===== src/rtl/fsm_step_controller.sv =====
// fsm_step_controller
//   Sequencing controller for a 3-bit up/down counter with 7-segment/LED
//   output. It debounces four raw push-buttons into single-cycle press
//   events and generates a programmable step tick. It also provides
//   run / pause / single-step control, a direction level, and a one-cycle
//   pulse that loads the initial state.
//
// Ports
//   clock     : system clock, rising edge
//   reset     : asynchronous, active-high; clears all state immediately
//   run_btn   : raw button, start / toggle run-pause
//   step_btn  : raw button, single step while paused
//   dir_btn   : raw button, toggle count direction
//   init_btn  : raw button, reload initial state
//   div_sel   : tick period minus one (period = div_sel+1 clocks)
//   step_en   : one-cycle enable to the state register
//   load_init : one-cycle pulse loading the initial state
//   dir_down  : direction level to next-state logic (1 = count down)
//   run_led   : high while running
//   tick_led  : toggles on every step_en
module fsm_step_controller #(
  parameter int DIV_WIDTH  = 4,
  parameter int DEB_CYCLES = 3
) (
  input  logic                 clock,
  input  logic                 reset,
  input  logic                 run_btn,
  input  logic                 step_btn,
  input  logic                 dir_btn,
  input  logic                 init_btn,
  input  logic [DIV_WIDTH-1:0] div_sel,
  output logic                 step_en,
  output logic                 load_init,
  output logic                 dir_down,
  output logic                 run_led,
  output logic                 tick_led
);

  localparam int DCW = $clog2(DEB_CYCLES + 1);
  localparam logic [DCW-1:0] DEB_LAST = DCW'(DEB_CYCLES - 1);

  // Button lanes: 0 run, 1 step, 2 dir, 3 init
  localparam int B_RUN  = 0;
  localparam int B_STEP = 1;
  localparam int B_DIR  = 2;
  localparam int B_INIT = 3;

  typedef enum logic [1:0] {
    IDLE  = 2'd0,
    LOAD  = 2'd1,
    RUN   = 2'd2,
    PAUSE = 2'd3
  } state_t;

  logic [3:0]          raw;
  logic [3:0]          s1_q, s1_d;
  logic [3:0]          s2_q, s2_d;
  logic [3:0]          deb_q, deb_d;
  logic [3:0]          press_q, press_d;
  logic [3:0][DCW-1:0] deb_cnt_q, deb_cnt_d;

  state_t               state_q, state_d;
  logic                 ret_pause_q, ret_pause_d;
  logic [DIV_WIDTH-1:0] div_cnt_q, div_cnt_d;
  logic                 dir_q, dir_d;
  logic                 tick_q, tick_d;

  logic init_p, run_p, step_p, dir_p;
  logic tick_due;
  logic step_c;

  assign raw = {init_btn, dir_btn, step_btn, run_btn};

  // Debounce: a level change is accepted only after DEB_CYCLES consecutive
  // synchronized samples disagree with the current debounced level. Only a
  // rising acceptance produces a press pulse.
  always_comb begin
    s1_d = raw;
    s2_d = s1_q;
    deb_d = deb_q;
    press_d = '0;
    deb_cnt_d = '0;
    for (int i = 0; i < 4; i++) begin
      if (s2_q[i] != deb_q[i]) begin
        if (deb_cnt_q[i] == DEB_LAST) begin
          deb_d[i]   = s2_q[i];
          press_d[i] = s2_q[i];
        end else begin
          deb_cnt_d[i] = deb_cnt_q[i] + DCW'(1);
        end
      end
    end
  end

  // Same-cycle presses resolve init > run > step; dir is independent.
  assign init_p   = press_q[B_INIT];
  assign run_p    = press_q[B_RUN] & ~init_p;
  assign step_p   = press_q[B_STEP] & ~press_q[B_RUN] & ~init_p;
  assign dir_p    = press_q[B_DIR];
  assign tick_due = (div_cnt_q >= div_sel);

  always_comb begin
    state_d     = state_q;
    ret_pause_d = ret_pause_q;
    div_cnt_d   = div_cnt_q;
    step_c      = 1'b0;
    case (state_q)
      IDLE: begin
        if (run_p) begin
          state_d     = LOAD;
          ret_pause_d = 1'b0;
        end
      end
      LOAD: begin
        div_cnt_d = '0;
        state_d   = ret_pause_q ? PAUSE : RUN;
      end
      RUN: begin
        if (init_p) begin
          state_d     = LOAD;
          ret_pause_d = 1'b0;
        end else begin
          // A pausing press still lets the due tick through but freezes
          // the divider so the resume picks up where it left off.
          step_c = tick_due;
          if (run_p) begin
            state_d = PAUSE;
          end else begin
            div_cnt_d = tick_due ? '0 : div_cnt_q + DIV_WIDTH'(1);
          end
        end
      end
      PAUSE: begin
        if (init_p) begin
          state_d     = LOAD;
          ret_pause_d = 1'b1;
        end else if (run_p) begin
          state_d = RUN;
        end else begin
          step_c = step_p;
        end
      end
      default: state_d = IDLE;
    endcase
  end

  assign dir_d  = dir_q ^ (dir_p & (state_q != IDLE));
  assign tick_d = tick_q ^ step_c;

  always_ff @(posedge clock or posedge reset) begin
    if (reset) begin
      s1_q        <= '0;
      s2_q        <= '0;
      deb_q       <= '0;
      press_q     <= '0;
      deb_cnt_q   <= '0;
      state_q     <= IDLE;
      ret_pause_q <= 1'b0;
      div_cnt_q   <= '0;
      dir_q       <= 1'b0;
      tick_q      <= 1'b0;
    end else begin
      s1_q        <= s1_d;
      s2_q        <= s2_d;
      deb_q       <= deb_d;
      press_q     <= press_d;
      deb_cnt_q   <= deb_cnt_d;
      state_q     <= state_d;
      ret_pause_q <= ret_pause_d;
      div_cnt_q   <= div_cnt_d;
      dir_q       <= dir_d;
      tick_q      <= tick_d;
    end
  end

  assign step_en   = step_c;
  assign load_init = (state_q == LOAD);
  assign run_led   = (state_q == RUN);
  assign dir_down  = dir_q;
  assign tick_led  = tick_q;

endmodule


===== config.mk =====
export PLATFORM = sky130hd
export DESIGN_NAME = fsm_step_controller
export DESIGN_NICKNAME = d
export VERILOG_FILES = /design/src/rtl/fsm_step_controller.sv
export SDC_FILE = /design/constraint.sdc
export NUM_CORES = 1
export LEC_CHECK = 0
export BUFFER_PORTS_ARGS = -buffer_cell sky130_fd_sc_hd__buf_2
export CORE_MARGIN = 3
export CORE_UTILIZATION = 40
export DETAILED_ROUTE_END_ITERATION = 12
export PLACE_DENSITY = 0.62
export SETUP_SLACK_MARGIN = 0.5
export SYNTH_ARGS = -nofsm -noshare
export SYNTH_HDL_FRONTEND = slang
export SYNTH_SLANG_ARGS = --single-unit

===== constraint.sdc =====
create_clock -name clock -period 1.85 [get_ports clock]
set_clock_uncertainty 0.2 [all_clocks]
set_input_delay 0.2775 -clock clock [delete_from_list [all_inputs] [get_ports clock]]
set_output_delay 0.2775 -clock clock [all_outputs]
set_load 0.02 [all_outputs]

==> impl_metrics.tcl, run 1 <==
set metrics [dict create \
    pwr_density_cell_nw_per_um2 1470 \
    grtUsageTotal_pct 13.6 \
    cts_tree "yes" \
    hold_viol 0 \
    seqCellArea_um2 827 \
    ys_types 30 \
    fp.coreArea_um2 3420 \
    synth_area_leaders "dfrtp_1 57%, ha_1 7.8%, mux2_2 3.1%" \
    nFillCells 286 \
    holdCritPathClass "reg2reg" \
    instances_no_fill 201 \
    p_leak_nw 0.928 \
    die_h_um 66.1 \
    clk-insertion-delay-late_ns 0.34 \
    worst_slack_ns -0.297 \
    io_pins 15 \
    drcViolationCount 0 \
    tightest_slew_ns 0.353 \
    min_period_ns 2.15 \
    die_width_um 66.1 \
    final_nets 173 \
    grt_util_met3_pct 4.08 \
    ys.warnings.count 0 \
    vias_per_cell 4.85 \
    h-tree-depth 2 \
    min_period_over_period_pct 116 \
    seq_area_frac_synth_pct 57.2 \
    max_slew_margin_pct 76.4 \
    numCtsBuffers 5 \
    postRouteAntennaNets 0 \
    use_met1_pct 15.5 \
    cp.arrival_ns 1.67 \
    num_vias 975 \
    status "finished, violations left" \
    cts_root_buffer "clkbuf_4" \
    design_area_um2 2030 \
    crit_path_end_kind "output port" \
    grt_pass1_wl_um 4320 \
    syn_to_final_growth_pct 40.9 \
    yosysTopAreaCellShare_pct 57.2 \
    die-area_um2 4360 \
    antenna_found_initial 0 \
    place.gp.congestion 0.736 \
    drtIter0Drc 14 \
    cp.required_ns 1.37 \
    netlist_instances 113 \
    clk_pin_slew_ns 0.11 \
    drive_gt1_share_pct 41.9 \
    synth_top_cell_by_area "dfrtp_1" \
    cp-start-kind "flop" \
    multi_input_area_um2 737 \
    cts_num_sinks 33 \
    final_max_slew_viol_count 0 \
    post_dp_cell_area_um2 1680 \
    grt_max_degree 27 \
    max_freq_ghz 0.466 \
    numPortBuffers 14 \
    syn-num-nets 132 \
    yosys_register_bits 33 \
    crit_type "reg2out" \
    cap_violations 0 \
    setup_viol 1 \
    rsz0062_at_grt "yes" \
    wl_per_cell_um 12.3 \
    rows 21 \
    place_inst 177 \
    dp_hpwl_um 1620 \
    ir_drop_uv 641 \
    postRouteWirelength_um 2460 \
    insertedDiodeCount 0 \
    clockBufferDepth 2 \
    syn-cell-area_um2 1440 \
    syn_area_per_cell_um2 12.8 \
    busiest_layer "met2" \
    grt_pass1_vias 1016 \
    overflow 0 \
    first_pass_iters 4 \
    violations "negative setup slack" \
    initial_core_util_pct 42.2 \
    dpl_worst_slack_ns 0.0292 \
    grt_use_met2_pct 21.5 \
    cp_max_fo 3 \
]
[sequential cells by signal (all words and copies together) (netlist names)]
| signal | flops |
|---|---|
| deb_cnt_q | 8 |
| deb_q | 4 |
| div_cnt_q | 4 |
| tick_led | 1 |
| ret_pause_q | 1 |
| s1_q | 4 |
| s2_q | 4 |
| dir_down | 1 |
| state_q | 2 |
| press_q | 4 |
[timing repair]
action	in CTS	in global routing
endpoints found under the setup margin	14	14
hold endpoints to repair	37	0
buffers inserted	8	3
gates resized for setup	22	6
pin swaps	9	4
hold buffers	5	0
[through the flow]
step / hold WS, ns / power, mW / setup TNS (ns) / utilization, %
2_1_floorplan: 0.109 / 1.80 / 0 / -
3_3_place_gp: 0.0439 / 2.00 / 0 / 49.1
3_5_place_dp: 0.0536 / 2.03 / 0 / 49.1
4_1_cts: 0.166 / 2.91 / -0.305 / 57.8
5_1_grt: 0.181 / 3.19 / -0.406 / 59.5
6_report: 0.162 / 2.99 / -0.297 / 59.5
[Yosys cell counts]
cell type and count:
nor3_1 4, ha_1 9, o21ai_1 2, nor4bb_1 1, nor2b_1 6, a31oi_1 1, o21ba_1 1, nor2_1 2
nor3b_2 1, nand2_1 4, o211ai_1 1, and3_1 1, a21oi_1 2, and3_4 1, dfrtp_1 33, mux2_2 4
nand2b_1 3, nor3b_1 4, inv_1 8, nand3b_1 1, xnor2_1 5, a211oi_1 2, and2_1 1, nor2_2 1
and3b_1 4, o21ai_0 4, xor2_2 1, mux2_4 1, a22o_1 3, o211ai_2 2
[placed cells by master, fill, tap and decap left out, drive strengths merged, types with 6 or more instances in the layout]
master  instances
buf            29
clkbuf          6
dfrtp          33
ha              9
inv             8
nor2b           6
o21ai           6
[final timing paths]
kind | slack, ns | end | cells after the start | start
setup / recovery | -0.30 | step_en | 6 | div_cnt_q[0]
hold / removal | 0.16 | s2_q[3] | 0 | s1_q[3]
setup reg to reg | 0.04 | div_cnt_q[0] | 6 | div_cnt_q[2]
hold reg to reg | 0.16 | s2_q[3] | 0 | s1_q[3]
max in group asynchronous | 0.75 | state_q[0] | 4 | reset
min in group asynchronous | 0.24 | s1_q[2] | 3 | reset
[cell type report]
cell class	count	area share (%)
clock inverters	2	1.85
inverters	8	1.85
clock buffers	6	2.52
well taps	46	2.83
repair buffers	34	14.0
multi-input cells	72	36.3
flip-flops and latches	33	40.7
[critical path, cell delays in order (launching register included)]
cell      delay [ns]
dfrtp_1         0.42
inv_2           0.09
ha_4            0.20
nor3b_4         0.18
o211ai_1        0.12
and3_4          0.20
buf_6           0.12
[per-layer routing]
metal / vias up / wire (um)
met4: 0 / 74
met3: 7 / 89
li1: 482 / -
met2: 14 / 1220
met1: 472 / 1080
met5: - / 0
[power by group]
part           leakage (nW)  switching (mW)  internal [mW]
clock                0.0445           0.247          0.321
combinational         0.469           0.589          0.741
sequential            0.414           0.166          0.922
[logic make-up (layout without fill, tap and decap cells)]
| group | count (synthesis) | after routing | synth area share (%) |
|---|---|---|---|
| XOR/XNOR | 6 | 6 | 4.16 |
| adder cells (fa/ha/maj) | 9 | 9 | 7.81 |
| AO/OA/AOI/OAI | 18 | 18 | 9.02 |
| multiplexers | 5 | 5 | 4.16 |
| flip-flops | 33 | 33 | 57.2 |
| buffers and inverters | 8 | 50 | 2.08 |
| AND/OR/NAND/NOR | 34 | 34 | 15.5 |
No activity file was read; power rests on OpenSTA's default activity.
==> run 2, diff against run 1 <==
--- a/config.mk
+++ b/config.mk
@@ -8,8 +8,9 @@
 export BUFFER_PORTS_ARGS = -buffer_cell sky130_fd_sc_hd__buf_2
 export CORE_MARGIN = 3
 export CORE_UTILIZATION = 40
+export CTS_CLUSTER_SIZE = 12
 export DETAILED_ROUTE_END_ITERATION = 12
-export PLACE_DENSITY = 0.62
+export PLACE_DENSITY = 0.69
 export SETUP_SLACK_MARGIN = 0.5
 export SYNTH_ARGS = -nofsm -noshare
 export SYNTH_HDL_FRONTEND = slang
==> run 2 against run 1 <==
The flow still finishes with violations (negative setup slack). Global-route usage decreased by 0.22 points. Combinational power grew 15%. Hold slack worse by 0.0081 ns. Sequential share of layout area shrank 0.92 points. Die area unchanged. Utilization increased by 1.5 points. Non-clock buffer count grew 7. Sequential cell count stayed put. Clock power shrank 35%. Critical path type unchanged. Critical endpoint unchanged. Largest power group unchanged.
==> impl_metrics.tcl, run 2 (synthesized netlist as in run 1, its figures left out) <==
set metrics [dict create \
    status "finished, violations left" \
    violations "negative setup slack" \
    crit_type "reg2out" \
    numCtsBuffers 5 \
    cts_root_buffer "clkbuf_4" \
    rsz0062_at_grt "yes" \
    layout_commonest_cell "dfrtp_1" \
    tightest_slew_ns 0.412 \
    overflow 0 \
    grt_max_degree 34 \
    vias_per_cell 4.77 \
    path_buf_inv 1 \
    die_h_um 66.1 \
    io_pins 15 \
    initial_core_util_pct 42.2 \
    postRouteAntennaNets 0 \
    cp_max_fo 2 \
    p_leak_nw 0.951 \
    whs_ns 0.154 \
    drive_gt1_share_pct 46.3 \
    ir_drop_uv 575 \
    die-area_um2 4360 \
    cpPeakStageDelay_ns 0.42 \
    rows 21 \
    final_cell_mix "31 x dfrtp_1, 15 x buf_4, 12 x buf_6" \
    final_max_slew_viol_count 0 \
    clk_pin_slew_ns 0.09 \
    holdCritPathClass "reg2reg" \
    postRouteWirelength_um 2750 \
    final_util_pct 61.0 \
    grt_pass1_vias 1000 \
    hold_viol 0 \
    setup_viol 1 \
    grt_pass1_wl_um 4270 \
    numPortBuffers 14 \
    place_inst 175 \
    drtIter0Drc 29 \
    fp.coreArea_um2 3420 \
    place.gp.congestion 0.780 \
    critPathTopFamily "flip-flops" \
    worst_slack_ns -0.312 \
    cp-start-kind "flop" \
    die_width_um 66.1 \
    cap_violations 0 \
    dp_hpwl_um 1500 \
    clk-insertion-delay-late_ns 0.33 \
    instances_no_fill 208 \
    crit_path_end_kind "output port" \
    num_vias 992 \
    largest_register "deb_cnt_q" \
    pwr_density_cell_nw_per_um2 1440 \
    cp.arrival_ns 1.68 \
    max_freq_ghz 0.463 \
    clockBufferDepth 2 \
    insertedDiodeCount 0 \
    wl_per_cell_um 13.2 \
    min_period_ns 2.16 \
    cp.required_ns 1.37 \
    h-tree-depth 2 \
    cts_num_sinks 33 \
    syn_to_final_growth_pct 44.3 \
    largest_reg_flops 8 \
    critPathSlowestCell "dfrtp_1" \
    nFillCells 279 \
    final_nets 180 \
    drcViolationCount 0 \
    min_period_over_period_pct 117 \
    antenna_found_initial 0 \
    grtUsageTotal_pct 13.4 \
    crit_chain "ha_4, o211ai_2, o211ai_1, and3_4, buf_6" \
    max_slew_margin_pct 72.5 \
    cts_tree "yes" \
    first_pass_iters 4 \
]
## run 2: what timing repair did
action / CTS / global route
endpoints found under the hold margin: 37 / 0
buffers inserted: 13 / 7
gates resized for setup: 29 / 9
cloned: 0 / 0
hold buffers: 5 / 0
endpoints found under the setup margin: 14 / 14
pin swaps: 7 / 6
## run 2: worst paths after layout
kind	from	to	slack, ns	cells past startpoint
setup / recovery	div_cnt_q[3]	step_en	-0.31	5
hold / removal	s1_q[1]	s2_q[1]	0.15	0
setup reg to reg	div_cnt_q[3]	div_cnt_q[0]	0.05	6
hold reg to reg	s1_q[1]	s2_q[1]	0.15	0
max in group asynchronous	reset	state_q[0]	0.78	4
min in group asynchronous	reset	deb_cnt_q[7]	0.36	4
## run 2: area by class of cell
| type | instances | area (um^2) | area share, % |
|---|---|---|---|
| Inverter | 8 | 37.5 | 1.80 |
| Clock inverter | 2 | 10.0 | 0.481 |
| Multi-Input combinational cell | 72 | 764 | 36.7 |
| Timing Repair Buffer | 41 | 343 | 16.5 |
| Sequential cell | 33 | 828 | 39.8 |
| Tap cell | 46 | 57.6 | 2.76 |
| Clock buffer | 6 | 41.3 | 1.98 |
## run 2: layer usage
layer	vias up	GRT usage, %	share of wire [%]
met5	-	0	0
met4	0	5.33	1.4
li1	488	-	-
met3	6	5.61	4.5
met2	24	23.3	54
met1	474	14.2	40
## run 2: report_power, final
part | switching, mW | internal (mW)
combinational | 0.665 | 0.870
sequential | 0.166 | 0.925
clock | 0.227 | 0.144
## run 2: stage by stage
| stage | worst slack (ns) | power (mW) | setup TNS (ns) | cell area, um^2 |
|---|---|---|---|---|
| after CTS | -0.292 | 2.79 | -0.292 | 1980 |
| after global routing | -0.401 | 3.19 | -0.415 | 2080 |
| after detailed placement | 0.0196 | 2.00 | 0 | 1650 |
| after global placement | 0.0541 | 1.97 | 0 | 1650 |
| final | -0.312 | 3.00 | -0.312 | 2080 |
| after floorplan | 0.201 | 1.80 | 0 | 1510 |
==> run 3, diff against run 2 <==
--- a/config.mk
+++ b/config.mk
@@ -10,7 +10,7 @@
 export CORE_UTILIZATION = 40
 export CTS_CLUSTER_SIZE = 12
 export DETAILED_ROUTE_END_ITERATION = 12
-export PLACE_DENSITY = 0.69
+export PLACE_DENSITY = 0.71
 export SETUP_SLACK_MARGIN = 0.5
 export SYNTH_ARGS = -nofsm -noshare
 export SYNTH_HDL_FRONTEND = slang
==> constraint.sdc (replaced) <==
create_clock -name clock -period 1.8 [get_ports clock]
set_clock_uncertainty 0.2 [all_clocks]
set_input_delay 0.27 -clock clock [delete_from_list [all_inputs] [get_ports clock]]
set_output_delay 0.27 -clock clock [all_outputs]
set_load 0.02 [all_outputs]
==> run 3 against run 2 <==
The flow still finishes with violations (negative setup slack). First-iteration DRC count decreased by 6.9%. Clock power increased by 22%. Utilization increased by 0.33 points. Sequential power about the same. Power increased by 3.5%. Clock-buffer cell count increased by 1. Final cell count increased by 0.48%. Sequential cell count unchanged. Final area increased by 0.54%. Sequential share of layout area decreased by 0.27 points. Worst setup slack improved by 0.015 ns. Via count increased by 1.4%. Largest power group unchanged. Highest routed layer unchanged.
==> impl_metrics.tcl, run 3 (synthesized netlist as in run 1, its figures left out) <==
set metrics [dict create \
    status "finished, violations left" \
    violations "negative setup slack" \
    rr_worst_depth 8 \
    multi_input_area_um2 751 \
    io_pins 15 \
    vias_per_cell 4.81 \
    min_period_ns 2.10 \
    rows 21 \
    final_cell_mix "32 x dfrtp_1, 16 x buf_4, 12 x buf_6" \
    dp_hpwl_um 1670 \
    die_width_um 66.1 \
    largest_register "deb_cnt_q" \
    reg2reg_slack_ns -0.06 \
    clk-insertion-delay-late_ns 0.31 \
    nFillCells 257 \
    first_pass_iters 4 \
    clockBufferDepth 2 \
    h-tree-depth 2 \
    hold_viol 0 \
    cts_num_sinks 33 \
    postRouteAntennaNets 0 \
    rsz0062_at_grt "yes" \
    cp.arrival_ns 1.63 \
    antenna_found_initial 0 \
    overflow 0 \
    design_area_um2 2090 \
    die-area_um2 4360 \
    dpl_worst_slack_ns 0.00308 \
    largest_reg_flops 8 \
    min_period_over_period_pct 116 \
    num_vias 1006 \
    ir_drop_uv 700 \
    grt_pass1_wl_um 4170 \
    seqCellArea_um2 827 \
    insertedDiodeCount 0 \
    crit_path_end_kind "output port" \
    clk_pin_slew_ns 0.09 \
    layout_commonest_cell "dfrtp_1" \
    tightest_slew_ns 0.393 \
    r2r_start "div_cnt_q[0]" \
    grtUsageTotal_pct 13.1 \
    final_max_slew_viol_count 0 \
    postRouteWirelength_um 2570 \
    worst_slack_ns -0.296 \
    initial_core_util_pct 42.2 \
    die_h_um 66.1 \
    final_nets 181 \
    holdCritPathClass "reg2reg" \
    max_freq_ghz 0.477 \
    busiest_layer "met2" \
    post_dp_cell_area_um2 1680 \
    cts_root_buffer "clkbuf_4" \
    cap_violations 0 \
    grt_pass1_vias 967 \
    cp.required_ns 1.33 \
    pwr_density_cell_nw_per_um2 1480 \
    use_met1_pct 14.8 \
    cp-start-kind "flop" \
    grt_use_met2_pct 22.4 \
    grt_util_met3_pct 3.57 \
    cts_tree "yes" \
    r2r-end "tick_led" \
    grt_max_degree 34 \
    place.gp.congestion 0.784 \
    crit_type "reg2out" \
    max_slew_margin_pct 73.8 \
    whs_ns 0.155 \
    fp.coreArea_um2 3420 \
    p_leak_nw 0.963 \
    drtIter0Drc 27 \
    place_inst 179 \
    cp_max_fo 2 \
    crit_start "div_cnt_q[1]" \
    instances_no_fill 209 \
    syn_to_final_growth_pct 45.1 \
    drcViolationCount 0 \
    numCtsBuffers 5 \
    crit_end "step_en" \
    drive_gt1_share_pct 46.0 \
    wl_per_cell_um 12.3 \
    setup_viol 3 \
    numPortBuffers 14 \
]
==> run 3: cell types whose count changed in the layout (fill, tap and decap cells not counted), sizes merged <==
cell,change
clkbuf,+1
buf,+1
clkinv,-1
==> run 3: critical path, cell delays in order, from the launching register on <==
cell and delay [ns]:
dfrtp_1 0.43, ha_4 0.29, o211ai_4 0.07, o211ai_1 0.19
and3_4 0.22, buf_6 0.11
==> run 3: final cells by class <==
| type | instances | area share (%) |
|---|---|---|
| Multi-Input combinational cell | 72 | 35.9 |
| Sequential cell | 33 | 39.5 |
| Inverter | 8 | 1.79 |
| Clock inverter | 1 | 0.239 |
| Clock buffer | 7 | 3.11 |
| Tap cell | 46 | 2.75 |
| Timing Repair Buffer | 42 | 16.7 |
==> run 3: worst min-delay path by stage <==
stage / from / slack [ns] / to / cells after the start
finish: s1_q[2] / 0.16 / s2_q[2] / 0
global route: s1_q[2] / 0.16 / s2_q[2] / 0
CTS: s1_q[2] / 0.16 / s2_q[2] / 0
detailed placement: s1_q[2] / 0.13 / s2_q[2] / 0
global placement: s1_q[2] / 0.13 / s2_q[2] / 0
floorplan: run_btn / 0.10 / s1_q[0] / 0
==> run 3: what timing repair did <==
action	in CTS	in global routing
hold endpoints to repair	37	0
hold buffers	5	0
endpoints found under the setup margin	14	14
gates resized for setup	22	11
buffers inserted	9	8
pin swaps	2	9
cloned	0	0
==> run 3: layer usage <==
layer | up-vias | part of all wire [%]
met1 | 493 | 43
li1 | 491 | -
met4 | 0 | 0.58
met2 | 20 | 53
met5 | - | 0
met3 | 2 | 4.1
==> run 3: power breakdown <==
part	internal [mW]	leakage (nW)	total [mW]	switching, mW
clock	0.226	0.0413	0.452	0.226
combinational	0.882	0.507	1.54	0.657
sequential	0.948	0.414	1.11	0.160
==> run 3: through the flow <==
stage | power (mW) | TNS (ns) | utilization (%)
after floorplan | 1.86 | 0 | -
after global placement | 2.05 | 0 | 49.2
after detailed placement | 2.11 | 0 | 49.2
after CTS | 2.90 | -0.311 | 57.6
after global routing | 3.32 | -0.815 | 61.3
final | 3.10 | -0.419 | 61.3
